<file path="src/rtl/manchester_rx_ctrl_pkg.sv">
// Shared definitions for the Manchester receive-path controller:
// link-state encodings, default sizing and the GPIO bit map seen by firmware.
package manchester_rx_ctrl_pkg;

   localparam int WORD_W          = 12;
   localparam int DEF_DEPTH       = 8;
   localparam int DEF_TIMEOUT_CYC = 78000;  // 1 ms at 78 MHz

   typedef enum logic [1:0] {
      ST_IDLE   = 2'd0,
      ST_HUNT   = 2'd1,
      ST_LOCKED = 2'd2,
      ST_LOST   = 2'd3
   } link_state_e;

   // gpioin bit positions (controller -> CPU)
   localparam int GPIN_WORD_LSB = 0;
   localparam int GPIN_WORD_MSB = 11;
   localparam int GPIN_VALID    = 12;
   localparam int GPIN_OVERFLOW = 13;
   localparam int GPIN_LOST     = 14;

   // gpioout bit positions (CPU -> controller)
   localparam int GPOUT_ENABLE  = 0;
   localparam int GPOUT_ACK     = 1;
   localparam int GPOUT_FLUSH   = 2;

endpackage

</file>
<file path="src/rtl/rx_word_fifo.sv">
// Synchronous word FIFO with a registered head word. A push into a full
// FIFO is accepted only when a pop happens in the same cycle.
module rx_word_fifo
   import manchester_rx_ctrl_pkg::*;
#(
   parameter int DEPTH = DEF_DEPTH
) (
   input  logic                     clk,
   input  logic                     rst_n,
   input  logic                     push,
   input  logic                     pop,
   input  logic                     flush,
   input  logic [WORD_W-1:0]        din,
   output logic [WORD_W-1:0]        head,
   output logic [$clog2(DEPTH):0]   fill,
   output logic                     drop
);

   localparam int AW = $clog2(DEPTH);

   logic [WORD_W-1:0] mem_q [DEPTH];
   logic [WORD_W-1:0] mem_d [DEPTH];
   logic [AW-1:0]     wr_ptr_q, wr_ptr_d, rd_ptr_q, rd_ptr_d;
   logic [AW:0]       fill_q, fill_d;
   logic [WORD_W-1:0] head_q, head_d;
   logic              full, do_push, do_pop;

   assign full    = (fill_q == (AW+1)'(DEPTH));
   assign do_pop  = pop && (fill_q != '0) && !flush;
   assign do_push = push && !flush && (!full || do_pop);
   assign drop    = push && !flush && full && !do_pop;

   always_comb begin
      mem_d    = mem_q;
      wr_ptr_d = wr_ptr_q;
      rd_ptr_d = rd_ptr_q;
      fill_d   = fill_q;
      if (flush) begin
         wr_ptr_d = '0;
         rd_ptr_d = '0;
         fill_d   = '0;
      end else begin
         if (do_push) begin
            mem_d[wr_ptr_q] = din;
            wr_ptr_d        = wr_ptr_q + 1'b1;
         end
         if (do_pop) rd_ptr_d = rd_ptr_q + 1'b1;
         case ({do_push, do_pop})
            2'b10:   fill_d = fill_q + 1'b1;
            2'b01:   fill_d = fill_q - 1'b1;
            default: fill_d = fill_q;
         endcase
      end
      // Head looks through this cycle's write so push-into-empty and
      // push+pop-when-full both present the right word next cycle.
      head_d = flush ? '0 : mem_d[rd_ptr_d];
   end

   always_ff @(posedge clk or negedge rst_n) begin
      if (!rst_n) begin
         for (int i = 0; i < DEPTH; i++) mem_q[i] <= '0;
         wr_ptr_q <= '0;
         rd_ptr_q <= '0;
         fill_q   <= '0;
         head_q   <= '0;
      end else begin
         mem_q    <= mem_d;
         wr_ptr_q <= wr_ptr_d;
         rd_ptr_q <= rd_ptr_d;
         fill_q   <= fill_d;
         head_q   <= head_d;
      end
   end

   assign head = head_q;
   assign fill = fill_q;

endmodule

</file>
<file path="src/rtl/manchester_rx_ctrl.sv">
// Receive-path controller: synchronises decoder strobes, queues words for
// firmware (toggle-ack pop) and tracks link state with a silence watchdog.
module manchester_rx_ctrl
   import manchester_rx_ctrl_pkg::*;
#(
   parameter int DEPTH       = DEF_DEPTH,
   parameter int TIMEOUT_CYC = DEF_TIMEOUT_CYC
) (
   input  logic                     CLK,
   input  logic                     reset_n,
   input  logic [WORD_W-1:0]        dec_data,
   input  logic                     dec_front,
   input  logic                     dec_not_work,
   input  logic                     rx_enable,
   input  logic                     cpu_ack,
   input  logic                     cpu_flush,
   output logic [WORD_W-1:0]        word_out,
   output logic                     word_valid,
   output logic                     overflow,
   output logic                     link_lost,
   output logic [1:0]               link_state,
   output logic [$clog2(DEPTH):0]   fill
);

   localparam int              WDW    = $clog2(TIMEOUT_CYC + 1);
   localparam logic [WDW-1:0]  WD_MAX = WDW'(TIMEOUT_CYC);

   logic [2:0]     front_sync_q, front_sync_d;
   logic [1:0]     nw_sync_q, nw_sync_d;
   logic           edge_q, edge_d;
   logic           ack_q, ack_d;
   logic           overflow_q, overflow_d;
   logic           link_lost_q, link_lost_d;
   logic [WDW-1:0] wd_q, wd_d;
   link_state_e    state_q, state_d;
   logic           nw_s, acc, drop;

   // Two sync flops, a third for edge detect; the edge is registered so
   // acc lands two cycles after the strobe is first sampled.
   assign front_sync_d = {front_sync_q[1:0], dec_front};
   assign nw_sync_d    = {nw_sync_q[0], dec_not_work};
   assign edge_d       = front_sync_q[1] & ~front_sync_q[2];
   assign ack_d        = cpu_ack;
   assign nw_s         = nw_sync_q[1];
   assign acc          = edge_q && rx_enable && !cpu_flush && (state_q != ST_IDLE);

   always_comb begin
      state_d = state_q;
      if (!rx_enable)     state_d = ST_IDLE;
      else if (cpu_flush) state_d = ST_HUNT;
      else begin
         case (state_q)
            ST_IDLE:   state_d = ST_HUNT;
            ST_HUNT:   if (nw_s || wd_q == WD_MAX) state_d = ST_LOST;
                       else if (acc)               state_d = ST_LOCKED;
            ST_LOCKED: if (nw_s || wd_q == WD_MAX) state_d = ST_LOST;
            ST_LOST:   if (acc && !nw_s)           state_d = ST_LOCKED;
            default:   state_d = ST_IDLE;
         endcase
      end
   end

   always_comb begin
      wd_d = wd_q;
      if (state_d == ST_IDLE || acc || (state_d == ST_HUNT && state_q != ST_HUNT))
         wd_d = '0;
      else if ((state_q == ST_HUNT || state_q == ST_LOCKED) && wd_q != WD_MAX)
         wd_d = wd_q + 1'b1;
   end

   assign overflow_d  = !cpu_flush && (overflow_q || drop);
   assign link_lost_d = !cpu_flush && (link_lost_q || state_d == ST_LOST);

   always_ff @(posedge CLK or negedge reset_n) begin
      if (!reset_n) begin
         front_sync_q <= '0;
         nw_sync_q    <= '0;
         edge_q       <= 1'b0;
         ack_q        <= 1'b0;
         overflow_q   <= 1'b0;
         link_lost_q  <= 1'b0;
         wd_q         <= '0;
         state_q      <= ST_IDLE;
      end else begin
         front_sync_q <= front_sync_d;
         nw_sync_q    <= nw_sync_d;
         edge_q       <= edge_d;
         ack_q        <= ack_d;
         overflow_q   <= overflow_d;
         link_lost_q  <= link_lost_d;
         wd_q         <= wd_d;
         state_q      <= state_d;
      end
   end

   // A toggle seen while empty is absorbed inside the FIFO.
   rx_word_fifo #(.DEPTH(DEPTH)) u_fifo (
      .clk   (CLK),
      .rst_n (reset_n),
      .push  (acc),
      .pop   (cpu_ack != ack_q),
      .flush (cpu_flush),
      .din   (dec_data),
      .head  (word_out),
      .fill  (fill),
      .drop  (drop)
   );

   assign word_valid = (fill != '0);
   assign overflow   = overflow_q;
   assign link_lost  = link_lost_q;
   assign link_state = state_q;

endmodule
</file>
<file path="config.mk">
export PLATFORM = sky130hd
export DESIGN_NAME = manchester_rx_ctrl
export DESIGN_NICKNAME = d
export VERILOG_FILES = /design/src/rtl/manchester_rx_ctrl_pkg.sv /design/src/rtl/rx_word_fifo.sv /design/src/rtl/manchester_rx_ctrl.sv
export SDC_FILE = /design/constraint.sdc
export NUM_CORES = 1
export LEC_CHECK = 0
export CAP_MARGIN = 15
export CORE_MARGIN = 2
export CORE_UTILIZATION = 65
export DETAILED_ROUTE_END_ITERATION = 8
export GPL_ROUTABILITY_DRIVEN = 0
export PLACE_DENSITY_LB_ADDON = 0.12
export SYNTH_ARGS = -nofsm -noshare
export SYNTH_HDL_FRONTEND = slang
export SYNTH_HIERARCHICAL = 1
export SYNTH_SLANG_ARGS = --single-unit
</file>
<file path="constraint.sdc">
create_clock -name CLK -period 4.3 [get_ports CLK]
set_input_delay 0.86 -clock CLK [delete_from_list [all_inputs] [get_ports CLK]]
set_output_delay 0.86 -clock CLK [all_outputs]
set_load 0.02 [all_outputs]
</file>
Word-level counts from Yosys, hierarchy flattened:

Index checks and enable logic that the tools add are counted.

* bits in registers: 146
* input bits: 19
* output and inout port bits: 21

* add/sub/neg operators: 5
* $lt $le $gt $ge: 3
* eq/ne operators: 12
* multiplexer cells: 24
* bitwise operators: 4
* reduce and logical (&&, ||, !) cells: 33

Operators by type and width (number)
* $mux 96: 2
* $bwmux 96: 1
* $mux 12: 4
* $bmux 12 s3: 1
* $demux 12 s3: 1
* $mux 17: 2
* $add 17x1->17 const B: 1
* $eq 17x17->1 const B: 1
* $ne 17x17->1 const B: 1
* $logic_and 1x1->1: 15
* $mux 2: 6
* $mux 3: 4
* $eq 2x2->1 const B: 4
* $ge 4x4->1 const B: 2
* $not 3->4: 2
* $pmux 2 s4: 1
* $pmux 4 s2: 1
* $logic_or 1x1->1: 7
* $add 3x1->3 const B: 2
* $eq 2x1->1 const B: 3
* $reduce_bool 2->1: 3
* $add 4x1->4 const B: 1
* $eq 4x4->1 const B: 1
* $logic_not 1->1: 4
* 10 further kinds: 11

Logic depth before layout (Yosys ltp):

* word-level depth: 12
* mapped depth: 12
* depth with buffers taken out: 10

Modules after synthesis:

Netlist, hierarchy kept.

By module, submodules not included
* rx_word_fifo: times used 1, cells each 557, area an instance 6228.5 um2, seq. area each 2952.8 um2
* manchester_rx_ctrl: times used 1, cells each 149, area an instance 1562.7 um2, seq. area each 700.7 um2

Least setup slack after synthesis:

OpenSTA, ideal clock, no wires.

* path kind: reg-to-reg
* start point: register state_q[0], in the netlist link_state[0]
* end point: register u_fifo/mem_q[14] in the netlist's numbering
* setup time: 0.128 ns
* data arrival time: 2.803 ns
* setup slack: 1.370 ns
* stages on the path, launching flop included: 11
* path buffers: 4
* cells stage by stage: dfrtp_1 inv_1 ha_1 nor4bb_1 clkbuf_1 clkbuf_1 and4bb_2 o211a_4 buf_2 buf_2 mux2_1

RTL lines
* from (decl): line manchester_rx_ctrl.sv:35 `link_state_e state_q, state_d;`
* from (signal assigned): line manchester_rx_ctrl.sv:92 `state_q <= state_d;`
* to (signal assigned): line rx_word_fifo.sv:67 `mem_q <= mem_d;`
* to (decl): line rx_word_fifo.sv:21 `logic [WORD_W-1:0] mem_q [DEPTH];`

Worst setup path in the final report:

* start point: input port cpu_ack
* end point: register u_fifo.head_q[0], in the netlist u_fifo/head[0]

* word-level cells in the longest chain between the ends: 11
* elaborated cells between the ends (all ways): 14

Ends and longest elaborated chain
* from (decl): line manchester_rx_ctrl.sv:15 `input logic cpu_ack,`
* $ne 1x1->1 (*): line manchester_rx_ctrl.sv:101 `.pop (cpu_ack != ack_q),`
* $logic_and 1x1->1 (*) (2 in series): line rx_word_fifo.sv:29 `assign do_pop = pop && (fill_q != '0) && !flush;`
* $logic_or 1x1->1: line rx_word_fifo.sv:30 `assign do_push = push && !flush && (!full || do_pop);`
* $logic_and 1x1->1: line rx_word_fifo.sv:30
* $mux 96: line rx_word_fifo.sv:43 `if (do_push) begin`
* $mux 96: line rx_word_fifo.sv:38 `if (flush) begin`
* $bmux 12 s3 (*): line rx_word_fifo.sv:56 `head_d = flush ? '0 : mem_d[rd_ptr_d];`
* $mux 12 (not written as such) (*) (2 in series): line rx_word_fifo.sv:56
* $mux 12 (*): line rx_word_fifo.sv:56
* via u_fifo.head_d[0]: line rx_word_fifo.sv:25 `logic [WORD_W-1:0] head_q, head_d;`
* to (signal assigned): line rx_word_fifo.sv:65 `head_q <= '0;`
* to (signal assigned): line rx_word_fifo.sv:71 `head_q <= head_d;`
* to (decl): line rx_word_fifo.sv:25

Mark *: on every way through the listed nets, which the timed path passes. The rest lies on a longest branch. The select of a mux whose other input is x is not followed.
A chain may end at the register's enable or synchronous reset.

==> results.yml <==
cts:
  post_cts_resized: 0
  cts_made_buffers: 17
  htreeDepth: 4
  cts_setup_buffers: 0
  path_clk_slew_ns: 0.06
  cts-root-buf: "clkbuf_16"
  tritoncts: "yes"
  worstSkewPairLatency_ns: 0.42
  ctsHoldBuffers: 0
  clk_path_buf_depth: 2
  clock_sinks: 146
placement:
  dpl.hpwl_mm: 12.1
  dp_slack_ns: 0.472
  numPortBuffers: 39
floorplan:
  io_pins: 40
  die_h_um: 113
  design.core.area_um2: 11600
  core.rowCount: 39
  die_area_um2: 12900
  initial_core_util_pct: 67.4
  die_width_um: 113
logic_synthesis:
  seq_area_frac_synth_pct: 46.9
  synth_top_area_cell: "dfrtp_1"
  ys_top_cells_by_area: "dfrtp_1 47%, o2111ai_1 5.4%, or3_1 4.7%"
  ys.warnings.count: 6
  avgSynthCellArea_um2: 11.0
  synth_fp_nets: 736
  synth.most_common_cell: "dfrtp_1"
  synth_common_cells: "146 x dfrtp_1, 58 x or3_1, 48 x o2111ai_1, 46 x nand2_1, 41 x o211ai_1"
  synth_cells: 706
  async_reset_ff_share_pct: 100
  synth.distinct_cells: 64
  syn_area_um2: 7790
  synth_top_area_share_pct: 46.9
  synth_ff_type: "dfrtp_1"
  ys_ff_latch: 146
  synth_edf_count: 0
timing:
  final_hold_viol_count: 0
  finalCritPeriodShare_pct: 81.9
  skew_ns: 0.00951
  hold_slack_ns: 0.362
  max_slew_margin_pct: 21.6
  setup_violations: 0
  slew_violations: 0
  fin_ws_ns: 0.776
  period_minus_slack_ns: 3.52
  worst_slew_pin_slew_ns: 1.17
  clock.fmax_ghz: 0.284
  tns_ns: 0
  rsz0062_at_grt: "no"
global_route:
  grt_util_met1_pct: 42.8
  grt_pass1_wl_mm: 32.9
  grt_usage_pct: 32.5
  grt.busiest_layer: "met2"
  first_global_vias: 6345
  overflow: 0
  antenna_found_initial: 0
  grt_use_met3_pct: 6.59
  grt_max_degree: 94
  met2_usage_pct: 52.9
cells_and_area:
  syn2layout_area_growth_pct: 12.8
  seqCellArea_um2: 3650
  postLayoutCoreUtil_pct: 76.0
  multi_input_area_um2: 3660
  layout-drive-gt1-share_pct: 17.3
  final_nets: 748
  fillers: 756
  antenna_cells: 0
routing:
  avgRoutedWirePerCell_um: 22.4
  initialDrtViolationCount: 652
  wirelength_mm: 19.5
  vias: 6052
  ant_nets: 0
  drc: 0
  drt_first_pass_iters: 7
  viasPerCell: 6.94
setup_path:
  cp.required_ns: 4.65
  path_class: "primary input to register"
  end_kind: "register"
  arrival_ns: 3.87
  worst-path-stages: 8
  ff2ff_setup_slack_ns: 1.02
  worstPathMaxFanout: 27
  path_cells: "clkdlybuf4s50_1 -> xor2_1 -> o41a_1 -> mux2i_4 -> inv_2 -> mux2i_2 -> o2111ai_1 -> nand4_1"
  max_stage_delay_ns: 0.75
  rr_worst_depth: 9
  crit_family: "multiplexers"
  slowest_stage: "mux2i_2"
  crit_buf_inv: 2
  cp-start-kind: "primary input"
power:
  clockPowerShare_pct: 47.1
  switching_share_pct: 23.2
  p_sw_w: 0.000761
  power_density_nw_per_um2: 373
  total_power_w: 0.00328
  p_leak_nw: 3.89
  pwr-share-seq_pct: 44.2
  p_int_w: 0.00252
  pwr-share-comb_pct: 8.7
  peakVddDrop_v: 0.000604
outcome:
  outcome: "finished, final reports clean"
worst_hold_path:
  hold_class: "register to register"
  min_path_cells: 0
run:
  maxCapViolCount: 0
-- power groups by stage --
stage | logic [W] | registers [W] | clock network (W)
after floorplan | 0.000141 | 0.00148 | 0
after global placement | 0.000273 | 0.00147 | 0
after detailed placement | 0.000282 | 0.00147 | 0
after CTS | 0.000283 | 0.00145 | 0.00156
after global routing | 0.000311 | 0.00145 | 0.00162
final | 0.000283 | 0.00145 | 0.00154
-- cells in the final DEF, fill, tap and decap left out, types with 3 or more instances in the layout --
cell type | Yosys | routed
nand3_1 | 8 | 8
bufinv_16 | 0 | 4
o211ai_2 | 10 | 10
a22oi_1 | 12 | 12
o2111ai_1 | 48 | 48
mux2_2 | 20 | 20
clkbuf_16 | 0 | 17
nand2_1 | 46 | 46
clkdlybuf4s50_1 | 0 | 38
xor2_1 | 8 | 8
a21oi_1 | 11 | 11
mux2i_1 | 4 | 4
inv_1 | 37 | 37
buf_4 | 2 | 20
a31oi_1 | 3 | 3
dfrtp_1 | 146 | 146
o211ai_1 | 41 | 41
o31ai_1 | 6 | 6
or4_1 | 7 | 7
ha_1 | 11 | 11
nor2_1 | 15 | 15
or3_1 | 58 | 58
or2_2 | 4 | 4
mux2_4 | 20 | 20
mux2_1 | 20 | 20
xnor2_1 | 6 | 6
o211a_4 | 6 | 6
clkbuf_1 | 21 | 3
o21ai_0 | 30 | 30
nor3_1 | 4 | 4
nand4_1 | 16 | 16
-- per-stage QoR --
stage,instance area (µm²),std cells
after floorplan,7790,706
after global placement,8170,841
after detailed placement,8170,841
after CTS,8780,871
after global routing,8790,872
final,8790,872
-- kinds of logic (layout without fill, tap and decap cells) --
logic type | count (synthesis) | in the layout | synth area share [%]
multiplexers | 67 | 67 | 10.8
adder cells (fa/ha/maj) | 11 | 11 | 1.77
buffers and inverters | 104 | 127 | 6.18
AO/OA/AOI/OAI | 183 | 183 | 19.4
flip-flops | 146 | 146 | 46.9
XOR/XNOR | 14 | 14 | 1.57
AND/OR/NAND/NOR | 181 | 181 | 13.4
-- state kept, by name, summed over array words and instances, names as in the netlist, 2 cells and up --
| signal | flops |
|---|---|
| nw_sync_q | 2 |
| front_sync_q | 3 |
| wd_q | 17 |
| u_fifo/rd_ptr_q | 3 |
| link_state | 2 |
| u_fifo/mem_q | 96 |
| u_fifo/fill | 4 |
| u_fifo/wr_ptr_q | 3 |
| u_fifo/head | 12 |
-- layout make-up --
| class | count | share of cell area (%) |
|---|---|---|
| timing repair buffer | 59 | 6.16 |
| clock buffer | 21 | 5.12 |
| tap | 143 | 2.04 |
| sequential | 146 | 41.6 |
| multi-input combinational | 456 | 41.7 |
| clock inverter | 9 | 1.79 |
| inverter | 38 | 1.62 |
-- worst paths after layout --
| check | from | to |
|---|---|---|
| min in group asynchronous | reset_n | wd_q[16] |
| min | front_sync_q[0] | front_sync_q[1] |
| max | cpu_ack | u_fifo/head[0] |
| min reg2reg | front_sync_q[0] | front_sync_q[1] |
| max reg2reg | link_state[0] | u_fifo/head[1] |
| max in group asynchronous | reset_n | u_fifo/mem_q[83] |
-- routing by layer --
metal,share of wire [%],wire length (µm)
met1,42,8170
met2,50,9700
met3,5.8,1130
met4,2.7,536
met5,0,0
Power figures use the tool's default switching activity.
